[src/rtl/axis_noc_ingress_shim.sv]
// axis_noc_ingress_shim: AXI-Stream to router ingress FIFO with per-packet tid/tdest hold and length cap; AXIS_INGRESS_STATS_EN adds stat counters
module axis_noc_ingress_shim #(
  parameter int TDATA_WIDTH   = 32,
  parameter int TID_WIDTH     = 2,
  parameter int TDEST_WIDTH   = 4,
  parameter int FIFO_DEPTH    = 4,
  parameter int MAX_PKT_FLITS = 16
) (
  input  logic                   clk_usr,
  input  logic                   rst,
  input  logic                   s_axis_tvalid,
  output logic                   s_axis_tready,
  input  logic [TDATA_WIDTH-1:0] s_axis_tdata,
  input  logic                   s_axis_tlast,
  input  logic [TID_WIDTH-1:0]   s_axis_tid,
  input  logic [TDEST_WIDTH-1:0] s_axis_tdest,
  output logic                   m_axis_tvalid,
  input  logic                   m_axis_tready,
  output logic [TDATA_WIDTH-1:0] m_axis_tdata,
  output logic                   m_axis_tlast,
  output logic [TID_WIDTH-1:0]   m_axis_tid,
  output logic [TDEST_WIDTH-1:0] m_axis_tdest,
  output logic [15:0]            stat_pkts,
  output logic [15:0]            stat_trunc
);
  localparam int PW = $clog2(FIFO_DEPTH);
  localparam int CW = $clog2(MAX_PKT_FLITS + 1);
  localparam int EW = TDATA_WIDTH + 1 + TID_WIDTH + TDEST_WIDTH;
  typedef enum logic [1:0] {IDLE, IN_PKT, DROP} state_t;
  state_t st_q, st_d;
  logic [CW-1:0] cnt_q, cnt_d;
  logic [TID_WIDTH-1:0] tid_q, tid_d;
  logic [TDEST_WIDTH-1:0] tdest_q, tdest_d;
  logic [PW-1:0] wp_q, wp_d, rp_q, rp_d;
  logic [PW:0] occ_q, occ_d;
  logic [EW-1:0] mem_q [FIFO_DEPTH];
  logic [EW-1:0] wr_ent, head;
  logic full, s_hs, m_hs, push, first, cap;
  assign full = occ_q == (PW+1)'(FIFO_DEPTH);
  assign s_axis_tready = !rst && (st_q == DROP || !full);
  assign m_axis_tvalid = occ_q != '0;
  assign head = m_axis_tvalid ? mem_q[rp_q] : '0;
  assign {m_axis_tdata, m_axis_tlast, m_axis_tid, m_axis_tdest} = head;
  assign s_hs = s_axis_tvalid && s_axis_tready;
  assign m_hs = m_axis_tvalid && m_axis_tready;
  assign push = s_hs && st_q != DROP;
  assign first = st_q == IDLE;
  assign cap = st_q == IN_PKT && cnt_q == CW'(MAX_PKT_FLITS - 1) && !s_axis_tlast;
  assign wr_ent = {s_axis_tdata, s_axis_tlast || cap,
                   first ? s_axis_tid : tid_q, first ? s_axis_tdest : tdest_q};
  // next packet state, header latch and FIFO pointers
  always_comb begin
    tid_d = (s_hs && first) ? s_axis_tid : tid_q;
    tdest_d = (s_hs && first) ? s_axis_tdest : tdest_q;
    cnt_d = !s_hs ? cnt_q : (st_q == DROP || s_axis_tlast || cap) ? '0 : cnt_q + CW'(1);
    st_d = !s_hs ? st_q :
           st_q == DROP ? (s_axis_tlast ? IDLE : DROP) :
           s_axis_tlast ? IDLE : cap ? DROP : IN_PKT;
    wp_d = wp_q + PW'(push);
    rp_d = rp_q + PW'(m_hs);
    occ_d = occ_q + (PW+1)'(push) - (PW+1)'(m_hs);
  end
  // control registers; reset discards any partial packet
  always_ff @(posedge clk_usr) begin
    if (rst) begin
      st_q <= IDLE;
      cnt_q <= '0;
      tid_q <= '0;
      tdest_q <= '0;
      wp_q <= '0;
      rp_q <= '0;
      occ_q <= '0;
    end else begin
      st_q <= st_d;
      cnt_q <= cnt_d;
      tid_q <= tid_d;
      tdest_q <= tdest_d;
      wp_q <= wp_d;
      rp_q <= rp_d;
      occ_q <= occ_d;
    end
  end
  // flit storage; empty slots are masked at the output so no reset is needed
  always_ff @(posedge clk_usr) begin
    if (push) mem_q[wp_q] <= wr_ent;
  end
`ifdef AXIS_INGRESS_STATS_EN
  logic [15:0] pkts_q, pkts_d, trc_q, trc_d;
  // saturating delivered/truncated packet counts
  always_comb begin
    pkts_d = pkts_q + 16'(m_hs && m_axis_tlast && pkts_q != 16'hFFFF);
    trc_d = trc_q + 16'(push && cap && trc_q != 16'hFFFF);
  end
  // counter registers
  always_ff @(posedge clk_usr) begin
    if (rst) begin
      pkts_q <= '0;
      trc_q <= '0;
    end else begin
      pkts_q <= pkts_d;
      trc_q <= trc_d;
    end
  end
  assign stat_pkts = pkts_q;
  assign stat_trunc = trc_q;
`else
  assign stat_pkts = '0;
  assign stat_trunc = '0;
`endif
endmodule

[config.mk]
export PLATFORM = sky130hd
export DESIGN_NAME = axis_noc_ingress_shim
export DESIGN_NICKNAME = d
export VERILOG_FILES = /design/src/rtl/axis_noc_ingress_shim.sv
export SDC_FILE = /design/constraint.sdc
export NUM_CORES = 1
export LEC_CHECK = 0
export BUFFER_PORTS_ARGS = -buffer_cell sky130_fd_sc_hd__buf_2
export CORE_ASPECT_RATIO = 1.1
export CORE_UTILIZATION = 33
export CTS_BUF_LIST = sky130_fd_sc_hd__clkbuf_4
export DETAILED_ROUTE_END_ITERATION = 10
export REMOVE_ABC_BUFFERS = 1
export SLEW_MARGIN = 20
export SYNTH_ARGS = -nofsm -noshare
export SYNTH_HDL_FRONTEND = slang
export SYNTH_SLANG_ARGS = --single-unit
[constraint.sdc]
create_clock -name clk_usr -period 4.1 [get_ports clk_usr]
set_input_delay 0.41 -clock clk_usr [delete_from_list [all_inputs] [get_ports clk_usr]]
set_output_delay 0.41 -clock clk_usr [all_outputs]
set_load 0.03 [all_outputs]
Word level (Yosys, flattened, before mapping)
Memories as Yosys holds them, arrays and structs flattened. A register that Yosys moved wholly into a read port is not among the register bits.
Cells that the tools add are included.
{"block": "word_totals", "elab_cells": 45, "mem_count": 1, "mem_bits_rw": 156, "input_bits": 43, "regBits": 20, "out_inout_bits": 73}
{"block": "classes", "eq_ne": 5, "muxes": 11, "n_addsub": 5, "reduce_logical": 16}
{"name": "mem_q", "words": 4, "width": 39, "read_ports": 1, "rd_ports_with_merged_regs": 1, "wr": 1, "line_no": "36", "text": "logic [EW-1:0] mem_q [FIFO_DEPTH];"}
{"operator": "$mux W39", "n": 1}
{"operator": "$mux W2", "n": 6}
{"operator": "$logic_and A1 B1 Y1", "n": 7}
{"operator": "$add A5 B1 Y5 const B", "n": 1}
{"operator": "$eq A5 B4 Y1 const B", "n": 1}
{"operator": "$mux W5", "n": 1}
{"operator": "$add A2 B1 Y2", "n": 2}
{"operator": "$logic_or A1 B1 Y1", "n": 4}
{"operator": "$mux W4", "n": 1}
{"operator": "$add A3 B1 Y3", "n": 1}
{"operator": "$eq A3 B3 Y1 const B", "n": 1}
{"operator": "$logic_not A1 Y1", "n": 3}
{"operator": "$reduce_bool A3 Y1", "n": 1}
{"operator": "$sub A3 B1 Y3", "n": 1}
{"operator": "$eq A2 B1 Y1 const B", "n": 1}
{"operator": "$eq A2 B2 Y1 const B", "n": 1}
{"operator": "$logic_not A2 Y1", "n": 1}
{"operator": "$mux W1", "n": 2}
{"operator": "$ne A2 B2 Y1 const B", "n": 1}

Depth between registers and ports, before layout
Gate-level depths: netlist of run 1.
{"block": "logic_depth", "word_depth": 8, "mapped_depth": 12, "ltp_nobuf": 11}

Worst setup path before layout of run 1
Ideal clock, no wire load.
{"block": "synth_path", "path_type": "register -> register", "from": "register st_q[1]", "to": "memory mem_q[2][0] (netlist bit), enable pin", "path_stages_with_launch": 6, "period_less_slack_ps": 4491, "required_ps": 3608, "t_arrival_ps": 3999, "path_buffers": 1, "setup_time_ps": 492, "setup_slack_ps": -391, "cell_sequence": "dfxtp_1 -> nor2b_4 -> o21ai_4 -> or3_1 -> buf_6 -> nor3b_1"}
{"block": "synth_between", "elab_chain_cells": 7, "word_cells_on_any_way": 8, "cone_classes": "2 x eq/ne; 2 x mux; 4 x reduce/logical"}
{"item": "start, declared", "line_no": "30", "text": "state_t st_q, st_d;"}
{"item": "start signal, assigned", "line_no": "74", "text": "st_q <= st_d;"}
{"item": "$eq A2 B2 Y1", "line_no": "40", "text": "assign s_axis_tready = !rst && (st_q == DROP || !full);"}
{"item": "$logic_or A1 B1 Y1", "line_no": "40"}
{"item": "$logic_and A1 B1 Y1", "line_no": "40"}
{"item": "$logic_and A1 B1 Y1", "line_no": "44", "text": "assign s_hs = s_axis_tvalid && s_axis_tready;"}
{"item": "$logic_and A1 B1 Y1 *", "line_no": "46", "text": "assign push = s_hs && st_q != DROP;"}
{"item": "$mux W1 *", "line_no": "85", "text": "if (push) mem_q[wp_q] <= wr_ent;"}
{"item": "$mux W1 (implied by the code) *", "line_no": "85"}
{"item": "end, declared", "line_no": "36"}
Every way passes the cells marked *; elsewhere a longest branch is shown, timed or not.

==> PnR_summary.wiki, run 1 <==
{| class="wikitable"
! Metric !! Value
|-
| Die Width || around 140 um
|-
| Core region area || about 21000 sq um
|-
| 1st-iter DRT viols || 158
|-
| Highest-count cells in the layout ignoring fill and taps || edfxtp_1, buf_2, nor2b_1
|-
| Depth of the worst hold-timing path || 1
|-
| Detailed placement HPWL || 7760 um
|-
| H-tree depth reported by CTS || 4
|-
| Via count of the first global-routing pass || 3780
|-
| Cell variety after synth || 38
|-
| Post-synthesis cell area || about 7200 sq um
|-
| Count of warnings emitted by yosys || 0
|-
| Highest Clock Rate || about 340 MHz
|-
| Crit-path max cell delay || 0.90 ns
|-
| Master cell of the clock root buffer || clkbuf_4
|-
| Cell area after layout || 8270 sq um
|-
| Setup violation total in the final timing report || 0
|-
| Number of hold-slack violations in the final timing report || 0
|-
| Startpoint kind of the worst setup timing path || register
|-
| Grt total ovfl || 0
|-
| Worst setup slack for register-to-register paths || approximately 1.3 ns
|-
| Vertical extent of the die || 156 um
|-
| Setup repair after global routing missed its margin || false
|-
| Final worst clock skew || between 0.02 and 0.025 ns
|-
| Gate count of the mapped netlist || 395
|-
| Synth-to-Final Area Change || 15.7%
|-
| Largest net degree at the start of global routing || 42
|-
| Fin crit share || between 70% and 80%
|-
| Startpoint of the lowest-slack register-to-register path || occ_q[1]$_SDFF_PP0_
|-
| Buffers plus inverters on the worst setup path || 2
|-
| P per Cell Area || ~570 nW/um^2
|-
| Count of instances resized after the clock tree is built || 0
|-
| Wire length of the first global-routing pass || 20600 um
|-
| Type of the worst setup path || reg -> out
|-
| Total Nets Final || 552
|-
| Run status || complete, no violations
|-
| Number of storage elements in the synthesis netlist || approximately 180
|-
| Capture instance of the worst register-to-register path || occ_q[2]$_SDFF_PP0_
|-
| Sinks on Clock Net || around 180
|-
| Antenna violation net count after detailed routing || 0
|-
| Std cell rows || 56
|-
| Initial antenna violation count || 1
|-
| Die area || ~22000 sq um
|-
| Final Wtd Congestion || between 0.7 and 0.8
|-
| Filler cell count || just over 2000
|-
| Clock network latency to the later pin of the worst-skew pair || 0.56 ns
|-
| Via count of the routed design || about 3700
|-
| Initial cell density of the core || around a third
|-
| Tot Pwr || between 4 and 5 mW
|-
| Headroom to the max-slew limit || roughly 40%
|-
| Via count normalized by instance count || between 4 and 5
|-
| Port-buffer cells || 83
|-
| Crit-path slowest cell || dfxtp_2
|-
| Worst path top cell family by delay || flip-flops
|-
| Worst path setup slack after routing || 1.16 ns
|-
| Overall global routing resource usage || ~13%
|-
| Final TNS setup || 0 ns
|-
| CP max FO || 27
|-
| CTS tree || built
|-
| Total count of max-transition violations in the final report || 0
|-
| Post-synthesis sequential area ratio || 71.1%
|-
| Number of CTS-inserted buffers || 17
|-
| Final Routed Wirelength || 13300 um
|-
| Drt wl/cell || between 15 and 20 um
|-
| Hold wc startpoint || s_axis_tdata[18]
|-
| Worst Tran Pin Value || approximately 0.90 ns
|-
| Post-synthesis average cell area || around 18 sq um
|-
| Required time worst endpoint || about 3.7 ns
|-
| Leading cell type in the layout, fill and taps excluded || edfxtp_1
|-
| Clock Path Buffers || 2
|-
| Post-placement worst setup slack || 1.31 ns
|-
| Critical path cell sequence || buf_4 -> mux4_2 -> nor2b_1 -> buf_2
|-
| Residual DRC || 0
|-
| Maxcap violations || 0
|-
| Endpoint class of the critical path || primary output
|-
| Post-layout minimum cycle time || 2.94 ns
|-
| Worst hold slack || 0.0640 ns
|-
| IO Pins || roughly 120
|-
| Worst reg-to-reg path cell count || 11
|-
| End of the worst hold path || mem_q[0][25]$_DFFE_PP_
|-
| Arrival time reported for the critical path endpoint || between 2 and 3 ns
|-
| P_leak || 2.84 nW
|-
| Register clock-pin slew on the reported worst setup and hold paths || 0.15 ns
|-
| Largest voltage drop on the vdd net || roughly 0.26 mV
|-
| DP Area || 7790 sq um
|-
| Share of final-layout standard cells stronger than drive strength 1 || around 35%
|-
| Path category of the worst min-delay check || in -> reg
|-
| First-pass detailed-route iteration total || 6
|}
## kinds of logic (layout without fill, tap and decap cells)
group | Yosys count | after routing | synth area share, %
compound gates | 15 | 15 | 1.28
xor+xnor | 4 | 4 | 0.490
fa+ha+maj | 7 | 7 | 1.33
buf+inv | 54 | 143 | 4.76
flops | 176 | 176 | 71.1
mux | 45 | 45 | 13.2
other cells | 1 | 33 | 0.0524
simple gates | 93 | 93 | 7.77
## per-stage QoR
stage          instances  utilization [%]
6_report             806             38.8
5_1_grt              806             38.8
4_1_cts              804             38.8
3_5_place_dp         755             36.6
3_3_place_gp         755             36.6
2_1_floorplan        377                -
## synth_stat cells (all sizes together)
| library cell | n | share of area, % |
|---|---|---|
| edfxtp | 156 | 66 |
| nor2b | 44 | 4.0 |
| buf | 39 | 4.0 |
| mux4 | 39 | 12 |
| dfxtp | 20 | 5.6 |
| nand2 | 11 | 0.58 |
| a21oi | 10 | 0.70 |
| clkbuf | 10 | 0.52 |
| nand3 | 10 | 0.70 |
| nor2 | 10 | 0.52 |
| ha | 6 | 1.0 |
| mux2 | 6 | 0.94 |
| inv | 5 | 0.26 |
| nand3b | 3 | 0.31 |
| nor3b | 3 | 0.47 |
| xnor2 | 3 | 0.37 |
| a31oi | 2 | 0.17 |
| and3 | 2 | 0.17 |
| nand4b | 2 | 0.24 |
| nor3 | 2 | 0.14 |
| o21ai | 2 | 0.30 |
| or3 | 2 | 0.19 |
| or3b | 2 | 0.28 |
| a22oi | 1 | 0.11 |
| and2 | 1 | 0.11 |
| conb | 1 | 0.052 |
| fa | 1 | 0.28 |
| nand2b | 1 | 0.088 |
| xor2 | 1 | 0.12 |
## area by class of cell
type | count | area (sq um) | share of cell area [%]
Antenna cell | 1 | 2.50 | 0.0303
Clock inverter | 15 | 169 | 2.04
Multi-Input combinational cell | 196 | 1870 | 22.6
Sequential cell | 176 | 5090 | 61.5
Tap cell | 290 | 363 | 4.39
Inverter | 5 | 18.8 | 0.227
Clock buffer | 17 | 128 | 1.54
Timing Repair Buffer | 106 | 633 | 7.65
## report_power, final
group / total (mW) / switching, mW / internal (mW)
registers: 2.22 / 0.157 / 2.06
clock network: 0.977 / 0.644 / 0.333
logic: 1.55 / 0.965 / 0.588
total: 4.75 / 1.77 / 2.98
## metal layers
| layer | vias up | track usage [%] | wire (um) |
|---|---|---|---|
| li1 | 1672 | - | - |
| met1 | 1906 | 15.3 | 5740 |
| met2 | 84 | 21.9 | 6830 |
| met3 | 14 | 3.18 | 533 |
| met4 | 0 | 4.92 | 203 |
| met5 | - | 0 | 0 |
## flip-flops by register name (all words and copies together) (netlist names)
register	cells
st_q	2
tdest_q	4
mem_q	156
wp_q	2
occ_q	3
rp_q	2
tid_q	2
cnt_q	5
## worst max-delay path by stage
stage,from,end,slack [ns],cells past startpoint
after CTS,rp_q[0]$_SDFF_PP0_,m_axis_tdest[2],1.02,3
after detailed placement,occ_q[1]$_SDFF_PP0_,occ_q[2]$_SDFF_PP0_,1.31,11
after global routing,rp_q[0]$_SDFF_PP0_,m_axis_tdest[2],0.94,3
after global placement,occ_q[1]$_SDFF_PP0_,occ_q[2]$_SDFF_PP0_,1.45,11
final,rp_q[1]$_SDFF_PP0_,m_axis_tdest[1],1.16,4
after floorplan,st_q[1]$_SDFFE_PP0N_,mem_q[1][0]$_DFFE_PP_,-0.39,4
## repair_timing
action	CTS	global route
hold endpoints to repair	63	3
hold buffers	17	1
buffers inserted	0	0
(Power assumes the default switching activity.)
==> run 2, diff against run 1 <==
- clock period: 4.1 -> 2.45 ns (I/O delays scaled with it)
==> PnR_summary.wiki, run 2 (synthesis gave the netlist of run 1 again) <==
{| class="wikitable"
! Metric !! Value
|-
| Run status || complete, no violations
|-
| Endpoint class of the critical path || register
|-
| Setup repair after global routing missed its margin || false
|-
| Drt wl/cell || 15.9 um (-3.5%)
|-
| End of the worst hold path || tid_q[0]$_SDFFE_PP0P_
|-
| Met1 usage || 14.6% (-0.70 points)
|-
| Master cell of the clock root buffer || clkbuf_4
|-
| DP Area || 7930 sq um (+1.8%)
|-
| Setup violation total in the final timing report || 0 (unchanged)
|-
| Met2 Resource Use GR || 22.8% (+0.89 points)
|-
| Reg power frac || 43.9% (-2.8 points)
|-
| Residual DRC || 0 (unchanged)
|-
| CP max FO || 4 (-85%)
|-
| Startpoint kind of the worst setup timing path || register
|-
| P_int || 5.16 mW (+73%)
|-
| P per Cell Area || 923 nW/um^2 (+61%)
|-
| Core region area || 21300 sq um (unchanged)
|-
| Maxcap violations || 0 (unchanged)
|-
| Clock Path Buffers || 2 (unchanged)
|-
| First-pass detailed-route iteration total || 6 (unchanged)
|-
| Clock network fraction of total power || 18.5% (-2.1 points)
|-
| Worst setup slack for register-to-register paths || 0.12 ns (-1.17 ns)
|-
| Max FFs per register || 156 (unchanged)
|-
| Initial cell density of the core || 33.6% (unchanged)
|-
| Type of the worst setup path || reg -> reg
|-
| Total Nets Final || 589 (+6.7%)
|-
| Via count of the first global-routing pass || 3903 (+3.3%)
|-
| Fin crit share || 95.0%
|-
| Number of cells in the design after placement || 764 (+1.2%)
|-
| Startpoint of the lowest-slack register-to-register path || occ_q[0]$_SDFF_PP0_
|-
| Highest-count cells in the layout ignoring fill and taps || edfxtp_1, buf_2, nor2b_1
|-
| Number of hold-slack violations in the final timing report || 0 (unchanged)
|-
| Number of cells in the finished layout apart from fillers || 842 (+4.5%)
|-
| Largest registers in the final layout || mem_q: 156 flops, cnt_q: 5 flops, tdest_q: 4 flops
|-
| Number of antenna cells inserted || 0 (-1)
|-
| Final TNS setup || 0 ns (unchanged)
|-
| Arrival time reported for the critical path endpoint || 2.76 ns (+0.23 ns)
|-
| Share of final-layout standard cells stronger than drive strength 1 || 35.9% (+1.3 points)
|-
| Overall global routing resource usage || 12.7% (+0.014 points)
|-
| Met3 capacity usage during global routing || 3.15% (-0.031 points)
|-
| P_leak || 3.01 nW (+5.9%)
|-
| Std cell rows || 56 (unchanged)
|-
| Worst reg-to-reg path cell count || 11 (unchanged)
|-
| Largest voltage drop on the vdd net || 0.447 mV (+74%)
|-
| Post-placement worst setup slack || -0.0276 ns (-1.33 ns)
|-
| Number of CTS-inserted buffers || 17 (unchanged)
|-
| Combinational power share || 37.5% (+4.8 points)
|-
| Final Wtd Congestion || 0.733 (-0.27%)
|-
| Final worst clock skew || 0.0217 ns (+0.00102 ns)
|-
| Die area || 22300 sq um (unchanged)
|-
| Required time worst endpoint || 2.88 ns (-0.81 ns)
|-
| Capture instance of the worst register-to-register path || occ_q[2]$_SDFF_PP0_
|-
| Worst path setup slack after routing || 0.123 ns (-1.04 ns)
|-
| Path category of the worst min-delay check || in -> reg
|-
| Post-layout minimum cycle time || around 2.3 ns
|-
| Worst hold slack || 0.143 ns (+0.0787 ns)
|-
| Busiest grt layer || met2
|-
| Leading cell type in the layout, fill and taps excluded || edfxtp_1
|-
| Die Width || 142 um (unchanged)
|-
| Tot Pwr || 8.02 mW (+69%)
|-
| Antenna violation net count after detailed routing || 0 (unchanged)
|-
| Via count of the routed design || 3754 (+2.1%)
|-
| Via count normalized by instance count || 4.46 (-2.2%)
|-
| Clock network latency to the later pin of the worst-skew pair || 0.53 ns (-0.03 ns)
|-
| Total count of max-transition violations in the final report || 0 (unchanged)
|-
| Detailed placement HPWL || 8270 um (+6.5%)
|-
| Switching share of power || 35.6% (-1.6 points)
|-
| Register clock-pin slew on the reported worst setup and hold paths || 0.14 ns (about the same)
|-
| Final Routed Wirelength || 13400 um (+0.77%)
|-
| Final Util || 40.8% (+2.0 points)
|-
| Vertical extent of the die || 156 um (unchanged)
|-
| Port-buffer cells || 83 (unchanged)
|-
| 1st-iter DRT viols || 185 (+17%)
|-
| H-tree depth reported by CTS || 4 (unchanged)
|-
| Largest register by flop count || mem_q
|-
| CTS tree || built
|-
| Cell area after layout || 8690 sq um (+5.0%)
|-
| Synth-to-Final Area Change || 21.5%
|-
| Wire length of the first global-routing pass || 20700 um (+0.33%)
|-
| Grt total ovfl || 0 (unchanged)
|-
| Hold wc startpoint || rst
|-
| IO Pins || 116 (unchanged)
|-
| Initial antenna violation count || 0 (-1)
|-
| Switching power summed over all nets || 2.86 mW (+62%)
|-
| Depth of the worst hold-timing path || 3 (+2)
|-
| Sinks on Clock Net || 176 (unchanged)
|-
| Highest Clock Rate || roughly 430 MHz
|-
| Largest net degree at the start of global routing || 41 (-2.4%)
|}
## run 2: power groups by stage
stage	clock, mW	sequential, mW	combinational [mW]
after global routing	1.68	3.54	3.26
after floorplan	0	3.71	1.88
after detailed placement	0	3.63	2.88
final	1.49	3.52	3.01
after global placement	0	3.61	2.85
after CTS	1.57	3.53	3.00
## run 2: final cells by class
cell class                      count  area (sq um)
Multi-Input combinational cell    196          1870
Tap cell                          290           363
Timing Repair Buffer              143          1070
Clock buffer                       20           150
Sequential cell                   176          5100
Fill cell                        2021         12600
Inverter                            5          18.8
Clock inverter                     12           111
## run 2: timing repair
| item | 4_1_cts | 5_1_grt |
|---|---|---|
| hold endpoints to repair | 136 | 0 |
| pin swaps | 0 | 0 |
| hold buffers | 40 | 0 |
| setup buffers | 2 | 3 |
| resized for setup | 2 | 5 |
| gates cloned | 0 | 1 |
| setup endpoints to repair | 31 | 41 |
## run 2: layer usage
layer  routed length, um  share of wire, %
met4                 127              0.95
met1                5600                42
met3                 498               3.7
met5                   0                 0
met2                7170                54
## run 2: how the worst max path moves through the flow
| stage | start | to | slack, ns |
|---|---|---|---|
| 4_1_cts | occ_q[2]$_SDFF_PP0_ | occ_q[2]$_SDFF_PP0_ | 0.007 |
| 3_3_place_gp | occ_q[2]$_SDFF_PP0_ | occ_q[2]$_SDFF_PP0_ | 0.12 |
| 5_1_grt | occ_q[1]$_SDFF_PP0_ | m_axis_tdest[2] | 0.002 |
| 3_5_place_dp | st_q[1]$_SDFFE_PP0N_ | occ_q[2]$_SDFF_PP0_ | -0.03 |
| 6_report | occ_q[0]$_SDFF_PP0_ | occ_q[2]$_SDFF_PP0_ | 0.12 |
| 2_1_floorplan | st_q[1]$_SDFFE_PP0N_ | mem_q[1][0]$_DFFE_PP_ | -2.04 |
## run 2: worst max-delay path: stages, from the launching register on
cell     delay (ns)
dfxtp_1        0.36
or3b_4         0.42
o21ai_4        0.13
or3_1          0.15
ha_1           0.24
inv_1          0.06
ha_1           0.13
inv_1          0.05
fa_2           0.34
xor2_2         0.16
xnor2_1        0.13
nor2_1         0.06
